## src/rtl/seq_controller.sv

```systemverilog
// -----------------------------------------------------------------------------
// seq_controller
//
// Multi-phase sequencing controller for the accumulator CPU. Steps an 8-phase
// instruction cycle, latches the opcode once per instruction, stalls on a
// memory-ready handshake, holds a sticky halt, flags illegal opcodes and drives
// every datapath strobe (PC, IR, accumulator, ALU, memory).
//
// Parameters
//   OPCODE_W    opcode width (>= 3); bits above [2:0] must be zero when legal
//   ALU_OP_W    ALU_OP width (>= 2); encoding in [1:0], upper bits zero
//   MEM_WAIT_EN 1 = honour mem_ready, 0 = treat mem_ready as always 1
//
// Ports
//   clk        in   system clock, rising edge
//   rst_n      in   asynchronous active-low reset
//   opcode     in   opcode field from the IR
//   zero       in   accumulator-is-zero flag (used in phase 6 only)
//   mem_ready  in   memory has completed the current read
//   phase      out  current phase 0..7 (also the FSM state for observation)
//   addrSel    out  1 = PC drives the memory address, 0 = IR operand
//   memRead    out  memory read strobe
//   memWrite   out  memory write strobe
//   loadIR     out  IR load
//   incPC      out  PC increment
//   jump       out  PC load from the operand
//   ACCwrite   out  accumulator write
//   ALUToACC   out  1 = ALU result into ACC, 0 = memory data
//   ALU_OP     out  00 ADD, 01 AND, 10 XOR, 11 pass (phases 5..7 only)
//   dataEn     out  accumulator drives the data bus
//   skip       out  skip taken
//   Halt       out  sticky halt
//   illegal    out  illegal-opcode flag for the current instruction
//
// Handshake: mem_ready is a level, sampled on the rising edge. In phase 1,
// and in phase 5 while memRead is high, the phase holds on every edge that
// samples mem_ready = 0 and advances on the first edge that samples 1. All
// outputs are combinational from the held state, so they stay constant for
// the whole stall. mem_ready is ignored in every other phase.
// -----------------------------------------------------------------------------
module seq_controller #(
    parameter int OPCODE_W    = 3,
    parameter int ALU_OP_W    = 2,
    parameter bit MEM_WAIT_EN = 1'b1
) (
    input  logic                clk,
    input  logic                rst_n,
    input  logic [OPCODE_W-1:0] opcode,
    input  logic                zero,
    input  logic                mem_ready,
    output logic [2:0]          phase,
    output logic                addrSel,
    output logic                memRead,
    output logic                memWrite,
    output logic                loadIR,
    output logic                incPC,
    output logic                jump,
    output logic                ACCwrite,
    output logic                ALUToACC,
    output logic [ALU_OP_W-1:0] ALU_OP,
    output logic                dataEn,
    output logic                skip,
    output logic                Halt,
    output logic                illegal
);

    typedef enum logic [2:0] {
        PH_INST_ADDR  = 3'd0,
        PH_INST_FETCH = 3'd1,
        PH_INST_LOAD  = 3'd2,
        PH_IDLE       = 3'd3,
        PH_OP_ADDR    = 3'd4,
        PH_OP_FETCH   = 3'd5,
        PH_ALU_OP     = 3'd6,
        PH_STORE      = 3'd7
    } phase_e;

    localparam logic [2:0] OP_HLT = 3'b000;
    localparam logic [2:0] OP_SKZ = 3'b001;
    localparam logic [2:0] OP_ADD = 3'b010;
    localparam logic [2:0] OP_AND = 3'b011;
    localparam logic [2:0] OP_XOR = 3'b100;
    localparam logic [2:0] OP_LDA = 3'b101;
    localparam logic [2:0] OP_STO = 3'b110;
    localparam logic [2:0] OP_JMP = 3'b111;

    // State
    phase_e              phase_q, phase_d;
    logic [OPCODE_W-1:0] op_q, op_d;
    logic                halt_q, halt_d;

    // Decode of the latched opcode
    logic       op_legal;
    logic [2:0] op_lo;
    logic       dec_hlt, dec_skz, dec_add, dec_and, dec_xor, dec_lda, dec_sto, dec_jmp;
    logic       dec_aluop;
    logic       dec_alu_result;
    logic [1:0] alu_code;

    // Halt status and stall handling
    logic halt_now;
    logic halted;
    logic mem_ok;
    logic rd_w;

    // Any set bit above [2:0] makes the opcode illegal; the shift keeps this
    // valid for OPCODE_W = 3 where there are no upper bits at all.
    assign op_legal = ((op_q >> 3) == '0);
    assign op_lo    = op_q[2:0];

    // Illegal opcodes decode to nothing, so they run as a no-op.
    assign dec_hlt = op_legal && (op_lo == OP_HLT);
    assign dec_skz = op_legal && (op_lo == OP_SKZ);
    assign dec_add = op_legal && (op_lo == OP_ADD);
    assign dec_and = op_legal && (op_lo == OP_AND);
    assign dec_xor = op_legal && (op_lo == OP_XOR);
    assign dec_lda = op_legal && (op_lo == OP_LDA);
    assign dec_sto = op_legal && (op_lo == OP_STO);
    assign dec_jmp = op_legal && (op_lo == OP_JMP);

    // Instructions that read an operand and write the accumulator.
    assign dec_aluop      = dec_add | dec_and | dec_xor | dec_lda;
    // LDA loads memory data directly; the others take the ALU result.
    assign dec_alu_result = dec_add | dec_and | dec_xor;

    always_comb begin
        alu_code = 2'b00;
        if (dec_and) alu_code = 2'b01;
        if (dec_xor) alu_code = 2'b10;
        if (dec_lda) alu_code = 2'b11;
    end

    // Halt takes effect combinationally in the first phase-4 cycle of a HLT,
    // then the register keeps it set until reset.
    assign halt_now = (phase_q == PH_OP_ADDR) && dec_hlt;
    assign halted   = halt_q | halt_now;

    assign mem_ok = MEM_WAIT_EN ? mem_ready : 1'b1;

    // Operand read in phases 5..7; also used to decide the phase-5 stall.
    assign rd_w = dec_aluop && !halted &&
                  ((phase_q == PH_OP_FETCH) || (phase_q == PH_ALU_OP) ||
                   (phase_q == PH_STORE));

    // -------------------------------------------------------------------------
    // Next-state logic
    // -------------------------------------------------------------------------
    always_comb begin
        phase_d = phase_q;
        op_d    = op_q;
        halt_d  = halt_q | halt_now;

        if (!halted) begin
            case (phase_q)
                PH_INST_FETCH: begin
                    if (mem_ok) phase_d = PH_INST_LOAD;
                end
                PH_IDLE: begin
                    // Leaving phase 3 is the single point where the opcode
                    // is captured; phases 4..7 decode only this copy.
                    op_d    = opcode;
                    phase_d = PH_OP_ADDR;
                end
                PH_OP_FETCH: begin
                    if (!rd_w || mem_ok) phase_d = PH_ALU_OP;
                end
                PH_STORE: begin
                    phase_d = PH_INST_ADDR;
                end
                default: begin
                    phase_d = phase_e'(phase_q + 3'd1);
                end
            endcase
        end
    end

    // -------------------------------------------------------------------------
    // State registers
    // -------------------------------------------------------------------------
    always_ff @(posedge clk or negedge rst_n) begin
        if (!rst_n) begin
            phase_q <= PH_INST_ADDR;
            op_q    <= '0;
            halt_q  <= 1'b0;
        end else begin
            phase_q <= phase_d;
            op_q    <= op_d;
            halt_q  <= halt_d;
        end
    end

    // -------------------------------------------------------------------------
    // Output decode
    // -------------------------------------------------------------------------
    always_comb begin
        phase    = phase_q;
        addrSel  = 1'b0;
        memRead  = 1'b0;
        memWrite = 1'b0;
        loadIR   = 1'b0;
        incPC    = 1'b0;
        jump     = 1'b0;
        ACCwrite = 1'b0;
        ALUToACC = 1'b0;
        ALU_OP   = '0;
        dataEn   = 1'b0;
        skip     = 1'b0;
        Halt     = 1'b0;
        illegal  = 1'b0;

        if (halted) begin
            // Frozen in phase 4: only Halt is visible.
            Halt = 1'b1;
        end else begin
            case (phase_q)
                PH_INST_ADDR: begin
                    addrSel = 1'b1;
                end
                PH_INST_FETCH: begin
                    addrSel = 1'b1;
                    memRead = 1'b1;
                end
                PH_INST_LOAD, PH_IDLE: begin
                    addrSel = 1'b1;
                    memRead = 1'b1;
                    loadIR  = 1'b1;
                end
                PH_OP_ADDR: begin
                    incPC   = 1'b1;
                    illegal = !op_legal;
                end
                PH_OP_FETCH: begin
                    memRead     = rd_w;
                    ALU_OP[1:0] = alu_code;
                    illegal     = !op_legal;
                end
                PH_ALU_OP: begin
                    memRead     = rd_w;
                    ALU_OP[1:0] = alu_code;
                    incPC       = dec_skz & zero;
                    skip        = dec_skz & zero;
                    jump        = dec_jmp;
                    dataEn      = dec_sto;
                    illegal     = !op_legal;
                end
                PH_STORE: begin
                    memRead     = rd_w;
                    ALU_OP[1:0] = alu_code;
                    ACCwrite    = dec_aluop;
                    ALUToACC    = dec_alu_result;
                    jump        = dec_jmp;
                    memWrite    = dec_sto;
                    dataEn      = dec_sto;
                    illegal     = !op_legal;
                end
                default: begin
                end
            endcase
        end
    end

endmodule

```

## config.mk

```make
export PLATFORM = sky130hd
export DESIGN_NAME = seq_controller
export DESIGN_NICKNAME = d
export VERILOG_FILES = /design/src/rtl/seq_controller.sv
export SDC_FILE = /design/constraint.sdc
export NUM_CORES = 1
export LEC_CHECK = 0
export BUFFER_PORTS_ARGS = -buffer_cell sky130_fd_sc_hd__buf_2
export CORE_MARGIN = 2
export CORE_UTILIZATION = 35
export DETAILED_ROUTE_END_ITERATION = 8
export GPL_ROUTABILITY_DRIVEN = 0
export GPL_TIMING_DRIVEN = 0
export HOLD_SLACK_MARGIN = 0.12
export PLACE_DENSITY = 0.65
export RECOVER_POWER = 50
export SKIP_CTS_REPAIR_TIMING = 1
export SLEW_MARGIN = 20
export SYNTH_ARGS = -nofsm -noshare
export SYNTH_HDL_FRONTEND = slang
export SYNTH_SLANG_ARGS = --single-unit
```

## constraint.sdc

```tcl
create_clock -name clk -period 1.6 [get_ports clk]
set_input_delay 0.24 -clock clk [delete_from_list [all_inputs] [get_ports clk]]
set_output_delay 0.24 -clock clk [all_outputs]
set_load 0.1 [all_outputs]
```

==> results.cfg <==
[floorplanning]
die_width_um = 45.5
fp.dieArea_um2 = 2070
row_count = 14
fp.coreArea_um2 = 1560
io_pins = 24
start_util = 0.387
fp.dieH_um = 45.5

[worst_setup_path]
crit_end = incPC
path_class = reg -> out
startpoint = phase[0]
crit_family = flip-flops
path_cells = inv_6 > ha_4 > and3_4 > nand3_4 > a211oi_4 > buf_12
rr_worst_depth = 3
crit_required_ns = 1.36
worstReg2RegEnd = op_lo[1]
end_kind = primary output
worst-path-stages = 6
cp.arrival_ns = 1.80
crit_path_top_delay_cell = dfrtp_4
critical_path_buf_inv_count = 2
r2r_setup_slack_ns = 0.07
setup.worst_path.start_class = register
slowest_delay_ns = 0.52
crit_path_max_fanout = 5
rr_startpoint = phase[0]

[routing]
wirelength_um = 1740
drtPass1Iterations = 4
detail_route.iter0.violations = 3
wl_per_cell_um = 15.7
drc_errors = 0
vias_per_cell = 5.21
ant_nets = 0
routed-via-count = 578

[timing]
drv_slew = 0
setup_violations = 13
fin_tns_setup_ns = -4.31
skew_ns = 0.00424
worst_slack_ns = -0.445
rsz0062_at_grt = true
min_period_over_period = 1.28
fmax_ghz = 0.489
period_needed_ns = 2.04
hold_viol_final = 0

[finish]
final_cell_mix = 9 x buf_2, 9 x buf_12, 7 x buf_6, 5 x buf_4
stdcell_count = 111
fin_nets = 107
drive_gt1_frac = 0.768
fillers = 94
areaGrowthSynthToFinish_pct = 105
diodes = 0
postLayoutCoreUtil = 0.795

[placed_design]
place.detailed.hpwl_um = 1200
dp_cells = 100
place_ws_ns = -0.514
port-buffer-count = 22

[grt]
grt_max_degree = 11
overflow = 0
grt_pass1_vias = 543
grtUsageTotal = 0.161
grt_first_pass_wirelength_um = 2490
grt_antenna_before_repair = 0

[synth]
yosys_warnings = 0
syn_nets = 73
ys_types = 31
async_flop_share = 1.00
seq_area_frac_synth = 0.290
syn_area_um2 = 603
avgSynthCellArea_um2 = 9.73
synth_edf_count = 0
synth-main-ff-cell = dfrtp_1
ys_seq_elements = 7
synthCells = 62

[status]
status = complete, but fails checks
violations = negative setup slack

[job]
cap_viol_max_count = 0

[cts]
h-tree-depth = 1
cts_buffers = 3
cts_buffer_depth = 2
clk_pin_slew_ns = 0.06
cts_tree = built
clk_latency_ns = 0.25
root_buffer = clkbuf_4
clock-sinks = 7

[min_path]
hold_class = in -> reg
min_path_cells = 3
## synth_stat cells (3+ instances only)
cell type  number  area (µm²)
nor3_1          4        20.0
nor2_1          4        15.0
a211oi_1        3        22.5
inv_1           4        15.0
ha_1            4        50.1
nand2_1         3        11.3
dfrtp_1         7         175
## per-stage QoR
stage	hold WS (ns)	cell area, µm²
finish	0.206	1240
global route	0.223	1240
CTS	-0.183	961
detailed placement	0.0842	935
global placement	0.0802	935
floorplan	-0.0556	805
## worst min-delay path, cell delays in order
cell     delay [ns]
buf_2          0.07
nand2_1        0.04
o21ai_0        0.06
## per-layer routing
| metal | vias up | global-route usage | wire length, µm |
|---|---|---|---|
| met5 | - | 0 | 0 |
| li1 | 280 | - | - |
| met2 | 18 | 0.270 | 899 |
| met4 | 0 | 0.0176 | 0 |
| met1 | 280 | 0.218 | 778 |
| met3 | 0 | 0.0357 | 66 |
## registers in the layout (all words and copies together), names as in the netlist
| name | flops |
|---|---|
| op_lo | 3 |
| phase | 3 |
| halt_q | 1 |
## worst min path at each step
stage                   start  endpoint  slack, ns
global placement        rst_n  phase[2]       0.08
CTS                     rst_n  phase[2]      -0.18
detailed placement      rst_n  phase[2]       0.08
global route        opcode[2]  op_lo[2]       0.22
finish              opcode[0]  op_lo[0]       0.21
floorplan               rst_n    halt_q      -0.06
## final cells by class
cell class / count / area, µm² / area share
multi-input combinational: 46 / 613 / 0.495
tap: 16 / 20.0 / 0.0162
timing repair buffer: 29 / 322 / 0.260
inverter: 5 / 28.8 / 0.0232
clock buffer: 4 / 26.3 / 0.0212
sequential: 7 / 188 / 0.152
buffer: 4 / 41.3 / 0.0333
## logic make-up (layout without fill, tap and decap cells)
family | after synthesis | in the layout | synth area share
flip-flops | 7 | 7 | 0.290
buffers and inverters | 9 | 42 | 0.0933
adder cells (fa/ha/maj) | 4 | 4 | 0.0830
XOR/XNOR | 2 | 2 | 0.0415
AO/OA/AOI/OAI | 9 | 9 | 0.122
multiplexers | 4 | 4 | 0.0705
other | 1 | 1 | 0.00622
AND/OR/NAND/NOR | 26 | 26 | 0.293
Power is not shown: default switching activity piles up to over one toggle a cycle in this logic, so the estimate is an artifact.
